File: src/rtl/iro_pkg.sv
// Shared types and constants for the ring-oscillator seed loader.
package iro_pkg;

    localparam int N_STAGES_DEFAULT = 25;
    localparam int PHASE_W          = 16;

    typedef enum logic [2:0] {
        IDLE     = 3'd0,
        SHIFT_LO = 3'd1,
        SHIFT_HI = 3'd2,
        SETTLE   = 3'd3,
        RUN      = 3'd4,
        HOLD     = 3'd5,
        DONE     = 3'd6
    } iro_state_e;

    // A programmed hold of zero still freezes the ring for one cycle.
    function automatic logic [7:0] hold_eff(input logic [7:0] h);
        return (h == 8'd0) ? 8'd1 : h;
    endfunction

endpackage

File: src/rtl/iro_phase_sync.sv
// Multi-flop synchroniser for asynchronous phase taps; every stage resets to 0.
module iro_phase_sync #(
    parameter int WIDTH = 16,
    parameter int DEPTH = 2
) (
    input  logic             clk,
    input  logic             rst_n,
    input  logic [WIDTH-1:0] d,
    output logic [WIDTH-1:0] q
);

    logic [WIDTH-1:0] stage_q [DEPTH];
    logic [WIDTH-1:0] stage_d [DEPTH];

    always_comb begin
        stage_d[0] = d;
        for (int i = 1; i < DEPTH; i++) begin
            stage_d[i] = stage_q[i-1];
        end
    end

    always_ff @(posedge clk or negedge rst_n) begin
        if (!rst_n) begin
            for (int i = 0; i < DEPTH; i++) begin
                stage_q[i] <= '0;
            end
        end else begin
            for (int i = 0; i < DEPTH; i++) begin
                stage_q[i] <= stage_d[i];
            end
        end
    end

    assign q = stage_q[DEPTH-1];

endmodule

File: src/rtl/iro_seed_loader.sv
// Seed shifter and measurement sequencer for one ring-oscillator cycle.
// Optional phase[0] edge counter enabled by defining IRO_LOADER_EDGE_COUNT_EN.
module iro_seed_loader
    import iro_pkg::*;
#(
    parameter int N_STAGES      = N_STAGES_DEFAULT,
    parameter int CLK_DIV       = 4,
    parameter int SETTLE_CYCLES = 4,
    parameter int SYNC_STAGES   = 2
) (
    input  logic                clk,
    input  logic                rst_n,
    input  logic                start,
    input  logic [N_STAGES-1:0] seed_in,
    input  logic [3:0]          n_stages_in,
    input  logic [15:0]         run_cycles,
    input  logic [7:0]          hold_cycles,
    input  logic [PHASE_W-1:0]  phases,
    output logic                bclk,
    output logic                bdat,
    output logic                enable,
    output logic                hold,
    output logic [3:0]          n_stages,
    output logic                busy,
    output logic                done,
    output logic [PHASE_W-1:0]  result,
`ifdef IRO_LOADER_EDGE_COUNT_EN
    output logic [15:0]         edge_count,
`endif
    output iro_state_e          dbg_state
);

    localparam int BIT_W = (N_STAGES > 1) ? $clog2(N_STAGES) : 1;
    localparam int DIV_W = $clog2(CLK_DIV) + 1;
    localparam logic [DIV_W-1:0] DIV_LAST = DIV_W'(CLK_DIV - 1);
    // A zero settle parameter still spends one cycle in SETTLE.
    localparam logic [15:0] SETTLE_LAST = 16'((SETTLE_CYCLES > 0) ? SETTLE_CYCLES - 1 : 0);

    iro_state_e          state_q, state_d;
    logic [N_STAGES-1:0] seed_q, seed_d;
    logic [3:0]          n_stages_q, n_stages_d;
    logic [15:0]         run_q, run_d;
    logic [7:0]          hold_cyc_q, hold_cyc_d;
    logic [BIT_W-1:0]    bit_idx_q, bit_idx_d;
    logic [DIV_W-1:0]    div_q, div_d;
    logic [15:0]         cnt_q, cnt_d;
    logic                bclk_q, bclk_d;
    logic                bdat_q, bdat_d;
    logic                enable_q, enable_d;
    logic                hold_q, hold_d;
    logic                busy_q, busy_d;
    logic                done_q, done_d;
    logic [PHASE_W-1:0]  result_q, result_d;
    logic [PHASE_W-1:0]  sync_out;
    logic [15:0]         hold_last;

    iro_phase_sync #(
        .WIDTH (PHASE_W),
        .DEPTH (SYNC_STAGES)
    ) u_sync (
        .clk   (clk),
        .rst_n (rst_n),
        .d     (phases),
        .q     (sync_out)
    );

    // Hold spans the programmed hold plus the synchroniser depth so the
    // captured value reflects the frozen ring.
    assign hold_last = 16'(hold_eff(hold_cyc_q)) + 16'(SYNC_STAGES - 1);

    always_comb begin
        state_d    = state_q;
        seed_d     = seed_q;
        n_stages_d = n_stages_q;
        run_d      = run_q;
        hold_cyc_d = hold_cyc_q;
        bit_idx_d  = bit_idx_q;
        div_d      = div_q;
        cnt_d      = cnt_q;
        bclk_d     = bclk_q;
        bdat_d     = bdat_q;
        enable_d   = enable_q;
        hold_d     = hold_q;
        busy_d     = busy_q;
        done_d     = 1'b0;
        result_d   = result_q;
        unique case (state_q)
            IDLE: begin
                if (start) begin
                    seed_d     = seed_in;
                    n_stages_d = n_stages_in;
                    run_d      = run_cycles;
                    hold_cyc_d = hold_cycles;
                    bit_idx_d  = BIT_W'(N_STAGES - 1);
                    div_d      = DIV_LAST;
                    bclk_d     = 1'b0;
                    bdat_d     = seed_in[N_STAGES-1];
                    busy_d     = 1'b1;
                    state_d    = SHIFT_LO;
                end
            end
            SHIFT_LO: begin
                if (div_q == '0) begin
                    bclk_d  = 1'b1;
                    div_d   = DIV_LAST;
                    state_d = SHIFT_HI;
                end else begin
                    div_d = div_q - DIV_W'(1);
                end
            end
            SHIFT_HI: begin
                if (div_q == '0) begin
                    bclk_d = 1'b0;
                    div_d  = DIV_LAST;
                    if (bit_idx_q == '0) begin
                        bdat_d  = 1'b0;
                        cnt_d   = SETTLE_LAST;
                        state_d = SETTLE;
                    end else begin
                        bit_idx_d = bit_idx_q - BIT_W'(1);
                        bdat_d    = seed_q[bit_idx_d];
                        state_d   = SHIFT_LO;
                    end
                end else begin
                    div_d = div_q - DIV_W'(1);
                end
            end
            SETTLE: begin
                if (cnt_q == 16'd0) begin
                    enable_d = 1'b1;
                    if (run_q == 16'd0) begin
                        hold_d  = 1'b1;
                        cnt_d   = hold_last;
                        state_d = HOLD;
                    end else begin
                        cnt_d   = run_q - 16'd1;
                        state_d = RUN;
                    end
                end else begin
                    cnt_d = cnt_q - 16'd1;
                end
            end
            RUN: begin
                if (cnt_q == 16'd0) begin
                    hold_d  = 1'b1;
                    cnt_d   = hold_last;
                    state_d = HOLD;
                end else begin
                    cnt_d = cnt_q - 16'd1;
                end
            end
            HOLD: begin
                if (cnt_q == 16'd0) begin
                    enable_d = 1'b0;
                    hold_d   = 1'b0;
                    busy_d   = 1'b0;
                    done_d   = 1'b1;
                    result_d = sync_out;
                    state_d  = DONE;
                end else begin
                    cnt_d = cnt_q - 16'd1;
                end
            end
            DONE: begin
                state_d = IDLE;
            end
            default: begin
                state_d = IDLE;
            end
        endcase
    end

    always_ff @(posedge clk or negedge rst_n) begin
        if (!rst_n) begin
            state_q    <= IDLE;
            seed_q     <= '0;
            n_stages_q <= '0;
            run_q      <= '0;
            hold_cyc_q <= '0;
            bit_idx_q  <= '0;
            div_q      <= '0;
            cnt_q      <= '0;
            bclk_q     <= 1'b0;
            bdat_q     <= 1'b0;
            enable_q   <= 1'b0;
            hold_q     <= 1'b0;
            busy_q     <= 1'b0;
            done_q     <= 1'b0;
            result_q   <= '0;
        end else begin
            state_q    <= state_d;
            seed_q     <= seed_d;
            n_stages_q <= n_stages_d;
            run_q      <= run_d;
            hold_cyc_q <= hold_cyc_d;
            bit_idx_q  <= bit_idx_d;
            div_q      <= div_d;
            cnt_q      <= cnt_d;
            bclk_q     <= bclk_d;
            bdat_q     <= bdat_d;
            enable_q   <= enable_d;
            hold_q     <= hold_d;
            busy_q     <= busy_d;
            done_q     <= done_d;
            result_q   <= result_d;
        end
    end

`ifdef IRO_LOADER_EDGE_COUNT_EN
    logic [15:0] edge_cnt_q, edge_cnt_d;
    logic        ph0_prev_q;

    // Only edges seen while the ring runs free are counted.
    always_comb begin
        edge_cnt_d = edge_cnt_q;
        if (state_q == IDLE && start) begin
            edge_cnt_d = 16'd0;
        end else if (enable_q && !hold_q && sync_out[0] && !ph0_prev_q &&
                     edge_cnt_q != 16'hFFFF) begin
            edge_cnt_d = edge_cnt_q + 16'd1;
        end
    end

    always_ff @(posedge clk or negedge rst_n) begin
        if (!rst_n) begin
            edge_cnt_q <= '0;
            ph0_prev_q <= 1'b0;
        end else begin
            edge_cnt_q <= edge_cnt_d;
            ph0_prev_q <= sync_out[0];
        end
    end

    assign edge_count = edge_cnt_q;
`endif

    assign bclk      = bclk_q;
    assign bdat      = bdat_q;
    assign enable    = enable_q;
    assign hold      = hold_q;
    assign n_stages  = n_stages_q;
    assign busy      = busy_q;
    assign done      = done_q;
    assign result    = result_q;
    assign dbg_state = state_q;

endmodule

File: config.mk
export PLATFORM = sky130hd
export DESIGN_NAME = iro_seed_loader
export DESIGN_NICKNAME = d
export VERILOG_FILES = /design/src/rtl/iro_pkg.sv /design/src/rtl/iro_phase_sync.sv /design/src/rtl/iro_seed_loader.sv
export SDC_FILE = /design/constraint.sdc
export NUM_CORES = 1
export LEC_CHECK = 0
export BUFFER_PORTS_ARGS = -buffer_cell sky130_fd_sc_hd__buf_4
export CORE_ASPECT_RATIO = 0.9
export CORE_UTILIZATION = 61
export DETAILED_ROUTE_END_ITERATION = 8
export PLACE_DENSITY = 0.93
export REMOVE_ABC_BUFFERS = 1
export SLEW_MARGIN = 40
export SYNTH_ARGS = -nofsm -noshare
export SYNTH_HDL_FRONTEND = slang
export SYNTH_SLANG_ARGS = --single-unit
File: constraint.sdc
create_clock -name clk -period 4.67 [get_ports clk]
set_input_delay 0.467 -clock clk [delete_from_list [all_inputs] [get_ports clk]]
set_output_delay 0.467 -clock clk [all_outputs]
set_load 0.005 [all_outputs]
==> results.yml, run 1 <==
grt:
  grt_use_total_pct: 31.17
  grt_pass1_vias: 5100
  grt_max_degree: 61
  antenna_found_initial: 0
  grt_pass1_wl_um: 25460
  grt-ovfl-total: 0
clock_network:
  h-tree-depth: 4
  cts_tree: "built"
  postCtsHoldBufs: 1
  path_clk_slew_ps: 60
  root_buffer: "clkbuf_16"
  cts_buffers: 17
  cts_sinks: 134
  clk_path_buf_depth: 2
  ctsResizeCount: 0
  cts_setup_buffers: 0
  worstSkewPairLatency_ps: 410
worst_hold_path:
  min_to: "u_sync.stage_d[9]$_DFF_PN0_"
  hold_depth: 1
  hold_path_class: "primary input to flip-flop"
  min_from: "phases[9]"
drt:
  wl_per_cell_um: 19.34
  ant_nets: 0
  via_count: 4980
  vias_per_cell: 6.217
  drt_first_pass_iters: 7
  routed_wl_um: 15490
  drt_iter0_drc: 493
  drc_errors: 0
worst_setup_path:
  worstPathRequired_ps: 4960
  reg2reg_depth: 6
  r2r-end: "cnt_q[14]$_DFFE_PN0P_"
  endpoint_kind: "flip-flop"
  critPathKind: "flip-flop to flip-flop"
  regToRegSetupSlack_ps: 1870
  critPathMaxFanout: 20
  r2r-start: "dbg_state[0]$_DFFE_PN0P_"
  cp.arrival_ps: 3100
  cp-start-kind: "flip-flop"
timing:
  hold_viol: 0
  hold_slack_ps: 157.0
  finClkSkew_ps: 5.621
  period_minus_slack_ps: 2804
  fmax_ghz: 0.3566
  setup_tns_ps: 0
  tightest_slew_ps: 786.3
  min_period_over_period_pct: 60.05
  grt_setup_unrepaired: "false"
  setup_violations: 0
  relSlewSlack_pct: 47.58
  maxSlewViolCount: 0
synth:
  syn-mean-instance-area_um2: 11.17
  synth.distinct_cells: 69
  yosys.area.top_type: "dfrtp_1"
  synth_edf_count: 0
  netlist.area_leader.share_pct: 52.75
  async_reset_ff_share_pct: 100.0
  synthCells: 569
  synth.most_common_cell: "dfrtp_1"
  synth_area_leaders: "dfrtp_1 53%, mux2_2 9.2%, nand2_1 4.9%"
  ys_seq_area_share_pct: 52.75
  netlist_area_mm2: 0.006357
  synthFlopType: "dfrtp_1"
  synth_seq_cells: 134
  yosysWarnings: 0
  synth_common_cells: "134 x dfrtp_1, 83 x nand2_1, 52 x mux2_2"
placed_design:
  port_buffers: 100
  place_area_mm2: 0.007154
  gp_congestion: 0.9120
  dp_hpwl_um: 9964
floorplanning:
  ioPinCount: 101
  dieHeight_um: 98.85
  die_w_um: 109.6
  die-area_mm2: 0.01083
  core_mm2: 0.009912
  start_util_pct: 64.14
  num_rows: 34
cells_and_area:
  seqCellArea_mm2: 0.003353
  design_area_mm2: 0.007765
  multi_input_area_mm2: 0.002829
  diodes: 0
  num-fill-cells: 572
  area_growth_pct: 22.14
  drive_gt1_share_pct: 31.85
  post-route-util_pct: 78.34
  finalNetCount: 744
power_and_ir_drop:
  p_leak_nw: 3.486
  peakVddDrop_v: 0.0004477
  power.density_mw_per_mm2: 704.4
  power_mw: 5.470
job:
  drv_cap: 0
status:
  status: "complete, no violations"
## flip-flops by register name (all words and copies together) (netlist names), 3 cells and up
register,count
u_sync.stage_d,16
div_q,3
result,16
n_stages,4
dbg_state,3
run_q,16
seed_q,25
bit_idx_q,5
u_sync.q,16
cnt_q,16
hold_cyc_q,8
## worst max-delay path: stages, from the launching register on
cell and delay, ps:
dfrtp_1 740, inv_1 240, nor2_1 250, and4b_1 700, or2_1 470, o21ai_1 170, o311ai_1 120
## worst max path at each step
stage | startpoint | end | slack, ps | cells after the start
after floorplan | dbg_state[0]$_DFFE_PN0P_ | bit_idx_q[0]$_DFFE_PN0P_ | 1750 | 5
after CTS | dbg_state[0]$_DFFE_PN0P_ | cnt_q[14]$_DFFE_PN0P_ | 1920 | 6
final | dbg_state[0]$_DFFE_PN0P_ | cnt_q[14]$_DFFE_PN0P_ | 1870 | 6
after global placement | dbg_state[0]$_DFFE_PN0P_ | cnt_q[8]$_DFFE_PN0P_ | 2090 | 6
after detailed placement | dbg_state[0]$_DFFE_PN0P_ | cnt_q[8]$_DFFE_PN0P_ | 1980 | 6
after global routing | dbg_state[0]$_DFFE_PN0P_ | cnt_q[14]$_DFFE_PN0P_ | 1650 | 6
## where the power goes
part           internal, mW  switching (mW)  total (mW)
combinational         0.987            1.12        2.11
sequential             1.56           0.456        2.02
clock                 0.872           0.473        1.35
total                  3.42            2.05        5.47
## stage by stage
step                      instances  setup slack [ps]
after CTS                       801              1921
after detailed placement        770              1981
after global routing            801              1651
final                           801              1866
after floorplan                 542              1752
after global placement          770              2093
## cell type report
| class | count | area share (%) |
|---|---|---|
| clock inverter | 9 | 1.627 |
| sequential | 134 | 43.18 |
| clock buffer | 21 | 6.059 |
| multi-input combinational | 394 | 36.43 |
| tap | 126 | 2.030 |
| timing repair buffer | 103 | 9.990 |
| inverter | 14 | 0.6768 |
## cells in the final DEF (no fill, tap or decap), types with 11 or more instances in the layout
master	Yosys	routed
a21oi_1	20	20
buf_4	1	102
mux2_2	52	52
xnor2_1	12	12
nor3_1	12	12
xor2_1	11	11
dfrtp_1	134	134
nand2_1	83	83
nor2_1	39	38
o21ai_0	23	23
clkbuf_16	0	17
inv_1	14	14
## per-layer routing
layer / up-vias / part of all wire [%] / global-route usage, %
met2: 307 / 50 / 50.31
met3: 54 / 9.1 / 8.532
met4: 0 / 3.2 / 14.36
met5: - / 0 / 0
li1: 2211 / - / -
met1: 2408 / 38 / 39.03
## kinds of logic after synthesis
kind of cell	count (synthesis)	synth area share, %
muxes	61	11.81
xor gates and xnor gates	24	3.425
DFF	134	52.75
AOI/OAI and AO/OA	97	9.841
and+or+nand+nor	204	17.67
adders and majority gates	8	1.575
buffers and inverters	41	2.933
Note: power is estimated with default switching activity, not from simulation.
==> inputs of run 2 (changes only) <==
Settings changed: ABC_AREA set to 1, CORE_UTILIZATION 61 to 51, PLACE_DENSITY 0.93 to 0.84.
Clock period 4.67 ns to 2.27 ns, I/O delays scaled along.
==> run 2 against run 1 <==
Synthesized cell count rose by 46%. Worst setup slack got worse by 1500 ps. Register-to-register slack got worse by 1500 ps. Design area grew 8.4%. The flow now finishes with violations (negative hold slack). Clock-buffer cell count is 4 lower.
==> results.yml, run 2 <==
clock_network:
  cts_buffers: 17
  worstSkewPairLatency_ps: 440
  h-tree-depth: 4
  root_buffer: "clkbuf_16"
  clk_path_buf_depth: 2
  cts_tree: "built"
  cts_sinks: 134
  cts_setup_buffers: 0
  path_clk_slew_ps: 60
placed_design:
  port_buffers: 100
  dp_hpwl_um: 10900
  dp_slack_ps: 395.0
  place_area_mm2: 0.007437
  gp_congestion: 0.9254
grt:
  grt_pass1_wl_um: 28770
  grtUsageMet2_pct: 49.27
  met3_usage_pct: 8.577
  antenna_found_initial: 0
  grt_busiest_layer: "met2"
  grt_pass1_vias: 6175
  use_met1_pct: 32.56
  grt-ovfl-total: 0
  grt_use_total_pct: 28.70
  grt_max_degree: 57
floorplanning:
  core_mm2: 0.01222
  dieHeight_um: 109.1
  die-area_mm2: 0.01321
  num_rows: 38
  die_w_um: 121.0
  start_util_pct: 53.22
  ioPinCount: 101
synth:
  synth_common_cells: "346 x nand2_1, 134 x dfrtp_1, 78 x inv_1"
  synth.distinct_cells: 33
  async_reset_ff_share_pct: 100.0
  netlist.area_leader.share_pct: 51.57
  synthFlopType: "dfrtp_1"
  syn-mean-instance-area_um2: 7.815
  synth_seq_cells: 134
  synth.most_common_cell: "nand2_1"
  yosys.area.top_type: "dfrtp_1"
  synth_edf_count: 0
  netlist_area_mm2: 0.006502
  synthCells: 832
  synth_area_leaders: "dfrtp_1 52%, nand2_1 20%, inv_1 4.5%"
  ys_seq_area_share_pct: 51.57
  yosysWarnings: 0
worst_setup_path:
  crit_slowest_cell: "dfrtp_1"
  cp-start-kind: "flip-flop"
  critPathKind: "flip-flop to flip-flop"
  slowest_delay_ps: 370
  critPathMaxFanout: 5
  worstPathRequired_ps: 2590
  crit_buf_inv: 1
  cpMostUsedCell: "nand2_1"
  endpoint_kind: "flip-flop"
  critical_path.top_delay_family: "simple AND/OR/NAND/NOR gates"
  crit_chain: "inv_1 > ha_1 > nand2_1 > nor2_1 > nand2_1 > nor2_1 > nor2_1 > o21ai_0 > o21ai_0 > nand2_1 > nand2_1"
  cp.arrival_ps: 2230
timing:
  fmax_ghz: 0.5221
  finClkSkew_ps: 15.30
  grt_setup_unrepaired: "false"
  hold_viol: 2
  setup_tns_ps: 0
  hold_slack_ps: -4.694
  period_minus_slack_ps: 1916
  relSlewSlack_pct: 60.00
  tightest_slew_ps: 598.6
  fin_ws_ps: 354.5
  setup_violations: 0
  maxSlewViolCount: 0
  min_period_over_period_pct: 84.38
drt:
  via_count: 5982
  drt_first_pass_iters: 5
  ant_nets: 0
  routed_wl_um: 17240
  drc_errors: 0
  wl_per_cell_um: 14.94
  drt_iter0_drc: 423
  vias_per_cell: 5.184
cells_and_area:
  drive_gt1_share_pct: 17.51
  area_growth_pct: 29.50
  mostFrequentLayoutCell: "nand2_1"
  finalNetCount: 1061
  diodes: 0
  design_area_mm2: 0.008421
  largest_reg_flops: 25
  layout_common_cells: "346 x nand2_1, 134 x dfrtp_1, 109 x buf_4, 78 x inv_1, 65 x nor2_1"
  top_register: "seed_q"
job:
  drv_cap: 0
power_and_ir_drop:
  p_leak_nw: 4.459
  power_mw: 11.47
  power.density_mw_per_mm2: 1362
  peakVddDrop_v: 0.0008121
worst_hold_path:
  hold_path_class: "primary input to flip-flop"
status:
  status: "finished, violations left"
  violations: "negative hold slack"
## run 2: cell count changes after synthesis, moves of 9 or more
cell and change:
nand2_1 +263, inv_1 +64, mux2_2 -52, nand3_1 +50
nor2_1 +26, o21ai_0 +16, buf_2 -12, a21oi_1 -11
o21ai_1 -10, xnor2_1 -10, xor2_1 +10, inv_2 +9
## run 2: what timing repair did
item                      in CTS  in global routing
gates resized for setup        0                  0
hold endpoints to repair      90                  0
hold buffers                  38                  0
## run 2: worst reg2reg max path: cells and delay by family (launching register included)
family / cells / cell delay [ps]
DFF: 1 / 370
and+or+nand+nor: 7 / 770
adders and majority gates: 1 / 230
AOI/OAI and AO/OA: 2 / 300
buffers and inverters: 1 / 130
## run 2: worst paths after layout
kind	startpoint	end	slack, ps	cells after the start
worst min register to register	u_sync.stage_d[3]$_DFF_PN0_	u_sync.q[3]$_DFF_PN0_	340	0
worst max register to register	run_q[0]$_DFFE_PN0P_	cnt_q[10]$_DFFE_PN0P_	350	11
worst min-delay path	n_stages_in[1]	n_stages[1]$_DFFE_PN0P_	-5	3
min in group asynchronous	rst_n	hold_cyc_q[4]$_DFFE_PN0P_	340	2
worst max-delay path	run_q[0]$_DFFE_PN0P_	cnt_q[10]$_DFFE_PN0P_	350	11
max in group asynchronous	rst_n	bit_idx_q[2]$_DFFE_PN0P_	1240	3
## run 2: per-layer routing
| layer | share of wire, % | vias to the layer above | routed length, µm |
|---|---|---|---|
| met1 | 40 | 2787 | 6859 |
| met3 | 7.9 | 47 | 1364 |
| met2 | 49 | 271 | 8528 |
| met5 | 0 | - | 0 |
| li1 | - | 2877 | - |
| met4 | 2.8 | 0 | 488 |
## run 2: through the flow
stage                     util (%)  std cells
final                        68.91       1154
after global routing         68.91       1154
after CTS                    68.91       1154
after detailed placement     60.86       1084
after global placement       60.86       1084
after floorplan                  -        813
## run 2: cells by family after synthesis
family	synth area share (%)
adder cells (fa/ha/maj)	1.539
flip-flops	51.57
AND/OR/NAND/NOR	31.85
XOR/XNOR	3.098
AO/OA/AOI/OAI	5.099
buffers and inverters	6.850
## run 2: where the power goes
group          leakage, nW  switching, mW  total (mW)  internal [mW]
clock network        0.300           1.18        2.84           1.67
logic                 2.50           3.04        4.75           1.72
registers             1.66          0.656        3.87           3.22
## run 2: layout make-up
cell class	count	area, µm²
well taps	160	200.2
flip-flops and latches	134	3353
clock inverters	15	177.7
repair buffers	149	1230
multi-input cells	591	2704
inverters	88	330.3
fillers	881	3799
clock buffers	17	425.4
